<file path="config.mk">
export PLATFORM = sky130hd
export DESIGN_NAME = mux4_rr_scheduler
export DESIGN_NICKNAME = d
export VERILOG_FILES = /design/src/rtl/mux4_rr_scheduler.sv
export SDC_FILE = /design/constraint.sdc
export NUM_CORES = 1
export LEC_CHECK = 0
export ABC_CLOCK_PERIOD_IN_PS = 2600
export CAP_MARGIN = 15
export CORE_ASPECT_RATIO = 0.6
export CORE_MARGIN = 1.5
export CORE_UTILIZATION = 38
export DETAILED_ROUTE_END_ITERATION = 16
export PLACE_DENSITY = 0.89
export SETUP_SLACK_MARGIN = 0.02
export SYNTH_ARGS = -nofsm -noshare
export SYNTH_HDL_FRONTEND = slang
export SYNTH_SLANG_ARGS = --single-unit
</file>
<file path="constraint.sdc">
create_clock -name i_clk -period 2.6 [get_ports i_clk]
set_input_delay 0.26 -clock i_clk [delete_from_list [all_inputs] [get_ports i_clk]]
set_output_delay 0.26 -clock i_clk [all_outputs]
set_load 0.005 [all_outputs]
</file>
<file path="src/rtl/mux4_rr_scheduler.sv">
// Round-robin scheduler driving a shared 4:1 select path into a valid/ready output register.
// Served requesters are masked for one cycle via their registered grant pulse.
module mux4_rr_scheduler #(
    parameter int unsigned DATA_W = 8
) (
    input  logic                  i_clk,
    input  logic                  i_rst_n,
    input  logic [3:0]            i_req,
    input  logic [4*DATA_W-1:0]   i_data_in,
    output logic [3:0]            o_gnt,
    output logic                  o_out_valid,
    input  logic                  i_out_ready,
    output logic [DATA_W-1:0]     o_out_data,
    output logic [1:0]            o_out_src,
    output logic                  o_busy
);

    typedef enum logic [0:0] {StIdle, StSend} state_e;

    state_e              r_state;
    state_e              w_state_nxt;
    logic [3:0]          r_gnt;
    logic [1:0]          r_last;
    logic [DATA_W-1:0]   r_data;
    logic [1:0]          r_src;

    logic [3:0]          w_qreq;
    logic [7:0]          w_qreq_dbl;
    logic [2:0]          w_base;
    logic [3:0]          w_rot;
    logic [1:0]          w_off;
    logic [1:0]          w_win;
    logic [DATA_W-1:0]   w_mux;
    logic                w_any;
    logic                w_load;

    assign w_qreq     = i_req & ~r_gnt;
    assign w_any      = |w_qreq;
    // Rotate so bit 0 is the requester right after the last one served.
    assign w_qreq_dbl = {w_qreq, w_qreq};
    assign w_base     = {1'b0, r_last} + 3'd1;
    assign w_rot      = w_qreq_dbl[w_base +: 4];

    always_comb begin
        w_off = 2'd3;
        if (w_rot[0]) begin
            w_off = 2'd0;
        end else if (w_rot[1]) begin
            w_off = 2'd1;
        end else if (w_rot[2]) begin
            w_off = 2'd2;
        end
    end

    assign w_win = r_last + 2'd1 + w_off;

    always_comb begin
        w_mux = '0;
        unique case (w_win)
            2'd0: w_mux = i_data_in[0*DATA_W +: DATA_W];
            2'd1: w_mux = i_data_in[1*DATA_W +: DATA_W];
            2'd2: w_mux = i_data_in[2*DATA_W +: DATA_W];
            2'd3: w_mux = i_data_in[3*DATA_W +: DATA_W];
            default: w_mux = '0;
        endcase
    end

    assign w_load = w_any && ((r_state == StIdle) || i_out_ready);

    always_ff @(posedge i_clk or negedge i_rst_n) begin
        if (!i_rst_n) begin
            r_state <= StIdle;
        end else begin
            r_state <= w_state_nxt;
        end
    end

    always_comb begin
        w_state_nxt = r_state;
        unique case (r_state)
            StIdle: begin
                if (w_any) begin
                    w_state_nxt = StSend;
                end
            end
            StSend: begin
                if (i_out_ready && !w_any) begin
                    w_state_nxt = StIdle;
                end
            end
            default: w_state_nxt = StIdle;
        endcase
    end

    always_comb begin
        o_out_valid = (r_state == StSend);
        o_busy      = (r_state == StSend);
    end

    always_ff @(posedge i_clk or negedge i_rst_n) begin
        if (!i_rst_n) begin
            r_gnt  <= 4'b0000;
            r_last <= 2'd3;
            r_data <= '0;
            r_src  <= 2'd0;
        end else if (w_load) begin
            r_gnt  <= 4'b0001 << w_win;
            r_last <= w_win;
            r_data <= w_mux;
            r_src  <= w_win;
        end else begin
            r_gnt  <= 4'b0000;
        end
    end

    assign o_gnt      = r_gnt;
    assign o_out_data = r_data;
    assign o_out_src  = r_src;

endmodule

</file>
## Word-level counts from Yosys, hierarchy flattened

Index checks and enable logic that the tools add are counted.

- Register bits after elaboration: 17
- Word-level logic and storage cells: 30

- Add/subtract/negate cells: 3
- Equal/unequal tests: 3
- Shifts and indexed selects: 2
- Mux-type cells: 8
- Bitwise logic cells: 3
- Reduce and logical (&&, ||, !) cells: 6

Operator list:

| kind | count |
|---|---|
| 8-bit case mux with 4 select lines | 1 |
| 8-bit by 4-bit variable part select with 3-bit output | 1 |
| 4-bit bitwise AND | 1 |
| 2-bit equality test, second input constant | 2 |
| 2-bit two-way mux | 2 |
| 4-bit two-way mux | 1 |
| 4-bit NOT | 1 |
| 4-bit OR reduction | 1 |
| 1-bit by 2-bit << shifter with 4-bit output, first input constant | 1 |
| 2-bit by 1-bit adder with 3-bit output, second input constant | 1 |
| 1-bit two-way mux | 3 |
| 2-bit by 1-bit adder with 2-bit output, second input constant | 1 |
| 2-bit adder | 1 |
| 2-bit by 1-bit equality test with 1-bit output, second input constant | 1 |
| 1-bit logical AND | 2 |
| 2-bit zero test | 1 |
| 1-bit case mux with 2 select lines | 1 |
| 1-bit zero test | 1 |
| 1-bit logical OR | 1 |
| 1-bit NOT | 1 |

## Longest topological paths before layout

- Depth in word-level cells: 9
- Gate-level depth with buffers: 9
- Depth with buffers taken out: 9

## Worst setup path after synthesis

Ideal clock, no wire load.

- Path kind: flip-flop to flip-flop
- Start: register r_last[1]
- End: register r_data[1] (netlist: o_out_data[1])
- Library setup time: 0.126 ns
- Data arrival time: 2.187 ns
- Required time: 2.474 ns
- Slack: 0.287 ns
- Cell stages (with the launch flop): 10
- Buffers on the path: 1
- Cells stage by stage: dfstp_2 -> nor3b_1 -> o211ai_1 -> o21ai_0 -> a21oi_1 -> ha_1 -> xor2_1 -> buf_6 -> mux2_4 -> a221o_1

- Word-level cells in the longest chain between the ends: 8
- Elaborated cells between the ends (all ways): 12

Ends and longest elaborated chain:

| what | line | text |
|---|---|---|
| start, declared | 23 | `logic [1:0] r_last;` |
| start signal, assigned | 108 | `r_last <= w_win;` |
| 2-bit by 1-bit adder with 3-bit output | 41 | `assign w_base = {1'b0, r_last} + 3'd1;` |
| 8-bit by 4-bit variable part select with 3-bit output | 42 | `assign w_rot = w_qreq_dbl[w_base +: 4];` |
| 1-bit two-way mux | 50 | `end else if (w_rot[2]) begin` |
| 2-bit two-way mux | 48 | `end else if (w_rot[1]) begin` |
| 2-bit two-way mux | 46 | `if (w_rot[0]) begin` |
| 2-bit adder (*) | 55 | `assign w_win = r_last + 2'd1 + w_off;` |
| 2-bit equality test (tied with other cells) | 59 | `unique case (w_win)` |
| 8-bit case mux with 4 select lines (*) | 59 |  |
| end signal, assigned | 109 | `r_data <= w_mux;` |
| end, declared | 24 | `logic [DATA_W-1:0] r_data;` |

Mark *: on every way between the ends. The rest lies on a longest branch, timed or not.
A chain may end at the register's enable or synchronous reset.

## Worst setup path after layout

- Start: register r_last[1]
- End: register r_data[0] (netlist: o_out_data[0])

Same word-level chain as after synthesis.

==> impl_results.md <==
* Outcome: finished, final reports clean
* Pwr Density at about 1100 nW/um^2
* Worst slack, placed at -0.2896 ns
* Crit path launch: r_last[1]
* Gate power share at 0.653
* CTS tree: done
* Initial antenna violation count at 0
* Die area at 2916 um^2
* Synthesis-stage register bit count at 17
* Ports at 55
* Worst-Skew Late Latency at 0.25 ns
* Area growth syn-to-layout at 74.59%
* Tightest Hold Check Type: input port to asynchronous set/reset pin
* Crit-path cells: nor3b_1 -> o211ai_1 -> o21ai_1 -> a21oi_1 -> ha_2 -> xor2_2 -> buf_6 -> mux2_2 -> a221o_1
* Delay-heaviest family, CP: compound AO/OA/AOI/OAI gates
* Fill count at approximately 190
* Net Sw Frac at 0.3483
* Slew Viols, Final at 0
* Drt via density at about 5.3
* M1 WL at about 1.2 mm
* Number of global-route vias before repair at 999
* Final worst slack at 0.1633 ns
* Syn Area/Cell at between 10 and 15 um^2
* Post-synth top area share at 0.3812
* RSZ-0062 raised after global routing: false
* TNS Setup at 0 ns
* Pin count of the biggest net entering global routing at 18
* Drt total wl at around 2.7 mm
* Synthesized cell area at 984.7 um^2
* Sequential share of power at 0.246
* FF+latch area at 427.9 um^2
* Setup crit start kind: register
* Remaining global-route overflow at 0
* H-tree levels at 1
* Worst r2r src: r_last[1]
* Multi-input logic area at between 500 and 600 um^2
* Worst path arrival time at ~2.6 ns
* Async SR Flop Fraction at 1.000
* Clk pwr share at 0.101
* Share of post-route cells with drive strength above 1 at 0.2258
* Sequential cell area fraction in the yosys report at 0.4346
* Wire length on met2 at ~1.2 mm
* Leakage at 0.7396 nW
* Final GP Congestion at about 0.79
* Inserted Diodes at 0
* GRT Overall Usage at 0.2063
* Num rows at 14
* Clock root buffer: clkbuf_8
* Crit Path Class: register to register
* Peak VDD IR at slightly below 0.0006 V
* Max layer used: met4
* Core Box Area at between 2000 and 2500 um^2
* Die Height at around 42 um
* Tightest Pin Transition at about 0.76 ns
* Pre-antenna DRT Iters at 4
* CP Buf/Inv Count at 1
* Die Wd at between 60 and 70 um
* Metal3 WL at around 220 um
* Final hold vios at 0
* Worst path max stage delay at around 0.58 ns
* Routed length per instance at roughly 14 um
* Cell taking the most area after synthesis: dfrtp_1
* Max-cap violations at 0
* Synth Warn # at 0
* CTS buffer count at 3
* PortBufs at 54
* Clock Sinks at 17
* Final Skew at 0.005047 ns
* Post-DP HPWL at 2.019 mm
* Maximum clock frequency at approximately 0.4 GHz
* Pint at around 1.3 mW
* First-pass GRT wire length at between 4 and 5 mm
* CP Capture Type: register
* Rel. slew slack at 0.4945
* EDFF count, synth at 0
* Post-synth top flop: dfrtp_1
* Synth cell types at 31
* Total number of vias at just under 1,000
* Critical-path maximum fanout at 6
* Net Switching at slightly below 0.7 mW
* Residual DRC at 0
* Starting DRT DRC Count at 50
* Fin crit period at 2.437 ns
* ANT nets after route at 0
* # nets final at slightly below 200
* Starting density of the core at 0.3959
* Final-report setup violation count at 0
* Critical Path RT at between 2 and 3 ns
* Cells after Synth at ~90
* Fin Hold WS at around 0.45 ns
* Syn Nets at ~130
* CTS Buffer Depth at 2
* Synth area leaders: dfrtp_1 (38%), mux2_4 (11%), a221o_1 (8.1%)
* Fin crit share at 0.9372
* Reg clk slew, reported paths at about 0.070 ns
* Slowest cell on the critical path: dfstp_2
==> synthesized netlist by cell type (2+ instances only) <==
cell / count
a221o_1: 8
nor2b_1: 3
nand2b_1: 5
inv_1: 2
dfrtp_1: 15
nor3b_1: 2
nand4_1: 3
nand3_1: 3
mux2_4: 7
nor2_1: 7
a22o_1: 8
clkbuf_1: 2
o21ai_0: 4
dfstp_2: 2
==> cells by family (layout without fill, tap and decap cells) <==
kind of cell | Yosys count | after routing | share of synthesized area
adders and majority gates | 1 | 1 | 0.01270
DFF | 17 | 17 | 0.4346
xor gates and xnor gates | 1 | 1 | 0.008896
buffers and inverters | 6 | 73 | 0.03432
muxes | 9 | 9 | 0.1283
AOI/OAI and AO/OA | 26 | 26 | 0.2249
and+or+nand+nor | 28 | 28 | 0.1563
==> path summary, 6_finish.rpt <==
| kind | to | slack (ns) | cells past startpoint |
|---|---|---|---|
| worst max-delay path | o_out_data[0] | 0.16 | 9 |
| worst min-delay path | o_out_data[0] | 0.45 | 1 |
| worst max register to register | o_out_data[0] | 0.16 | 9 |
| worst min register to register | o_out_src[0] | 0.48 | 1 |
| max in group asynchronous | o_gnt[2] | 1.67 | 1 |
| min in group i_clk | o_out_src[0] | 0.48 | 1 |
==> what timing repair did <==
action | 4_1_cts | 5_1_grt
buffers inserted | 0 | 1
cloned | 0 | 1
resized for setup | 1 | 10
pin swaps | 0 | 1
setup endpoints to repair | 8 | 8
hold buffers | 0 | 0
==> flip-flops by register name, summed over array words and instances (netlist names) <==
register / cells
o_out_data: 8
o_gnt: 4
o_out_src: 2
r_last: 2
o_busy: 1
==> per-stage QoR <==
step	utilization	total power, mW	std cells	area, um^2
after global routing	0.6911	2.096	187	1719
after CTS	0.6725	1.863	185	1673
after detailed placement	0.6519	1.649	181	1622
after global placement	0.6519	1.603	181	1622
final	0.6911	1.955	187	1719
after floorplan	-	1.208	88	984.7
==> area by class of cell <==
class,count,area share
flip-flops and latches,17,0.2489
inverters,2,0.004367
clock inverters,1,0.004367
clock buffers,3,0.02402
repair buffers,67,0.3734
well taps,32,0.02329
multi-input cells,65,0.3217
==> worst register-to-register path: stages, from the launching register on <==
cell and delay, ns:
dfstp_2 0.58, nor3b_1 0.07, o211ai_1 0.17, o21ai_1 0.11
a21oi_1 0.14, ha_2 0.22, xor2_2 0.21, buf_6 0.17
mux2_2 0.33, a221o_1 0.31
==> per-layer routing <==
metal	up-vias	track usage
met5	-	0
met4	0	0.04706
met3	2	0.07258
met2	48	0.3308
met1	466	0.2671
li1	470	-
==> power by group through the flow <==
stage / logic [mW] / clock network (mW) / registers [mW]
after CTS: 1.18 / 0.203 / 0.482
final: 1.28 / 0.198 / 0.481
after detailed placement: 1.17 / 0 / 0.480
after floorplan: 0.733 / 0 / 0.475
after global routing: 1.39 / 0.213 / 0.497
after global placement: 1.12 / 0 / 0.482
==> placed cells by master, fill, tap and decap left out, types with 2 or more instances in the layout <==
| cell type | n |
|---|---|
| inv_1 | 2 |
| clkdlybuf4s50_1 | 54 |
| nor2b_1 | 2 |
| buf_4 | 12 |
| nand2b_1 | 4 |
| dfrtp_1 | 15 |
| a221o_1 | 8 |
| dfstp_2 | 2 |
| o21ai_1 | 2 |
| clkbuf_8 | 3 |
| nand3_1 | 2 |
| o21ai_0 | 2 |
| nand4_1 | 3 |
| nor2_1 | 7 |
| a22o_1 | 8 |
| mux2_4 | 7 |
No activity file was read; power rests on OpenSTA's default activity.
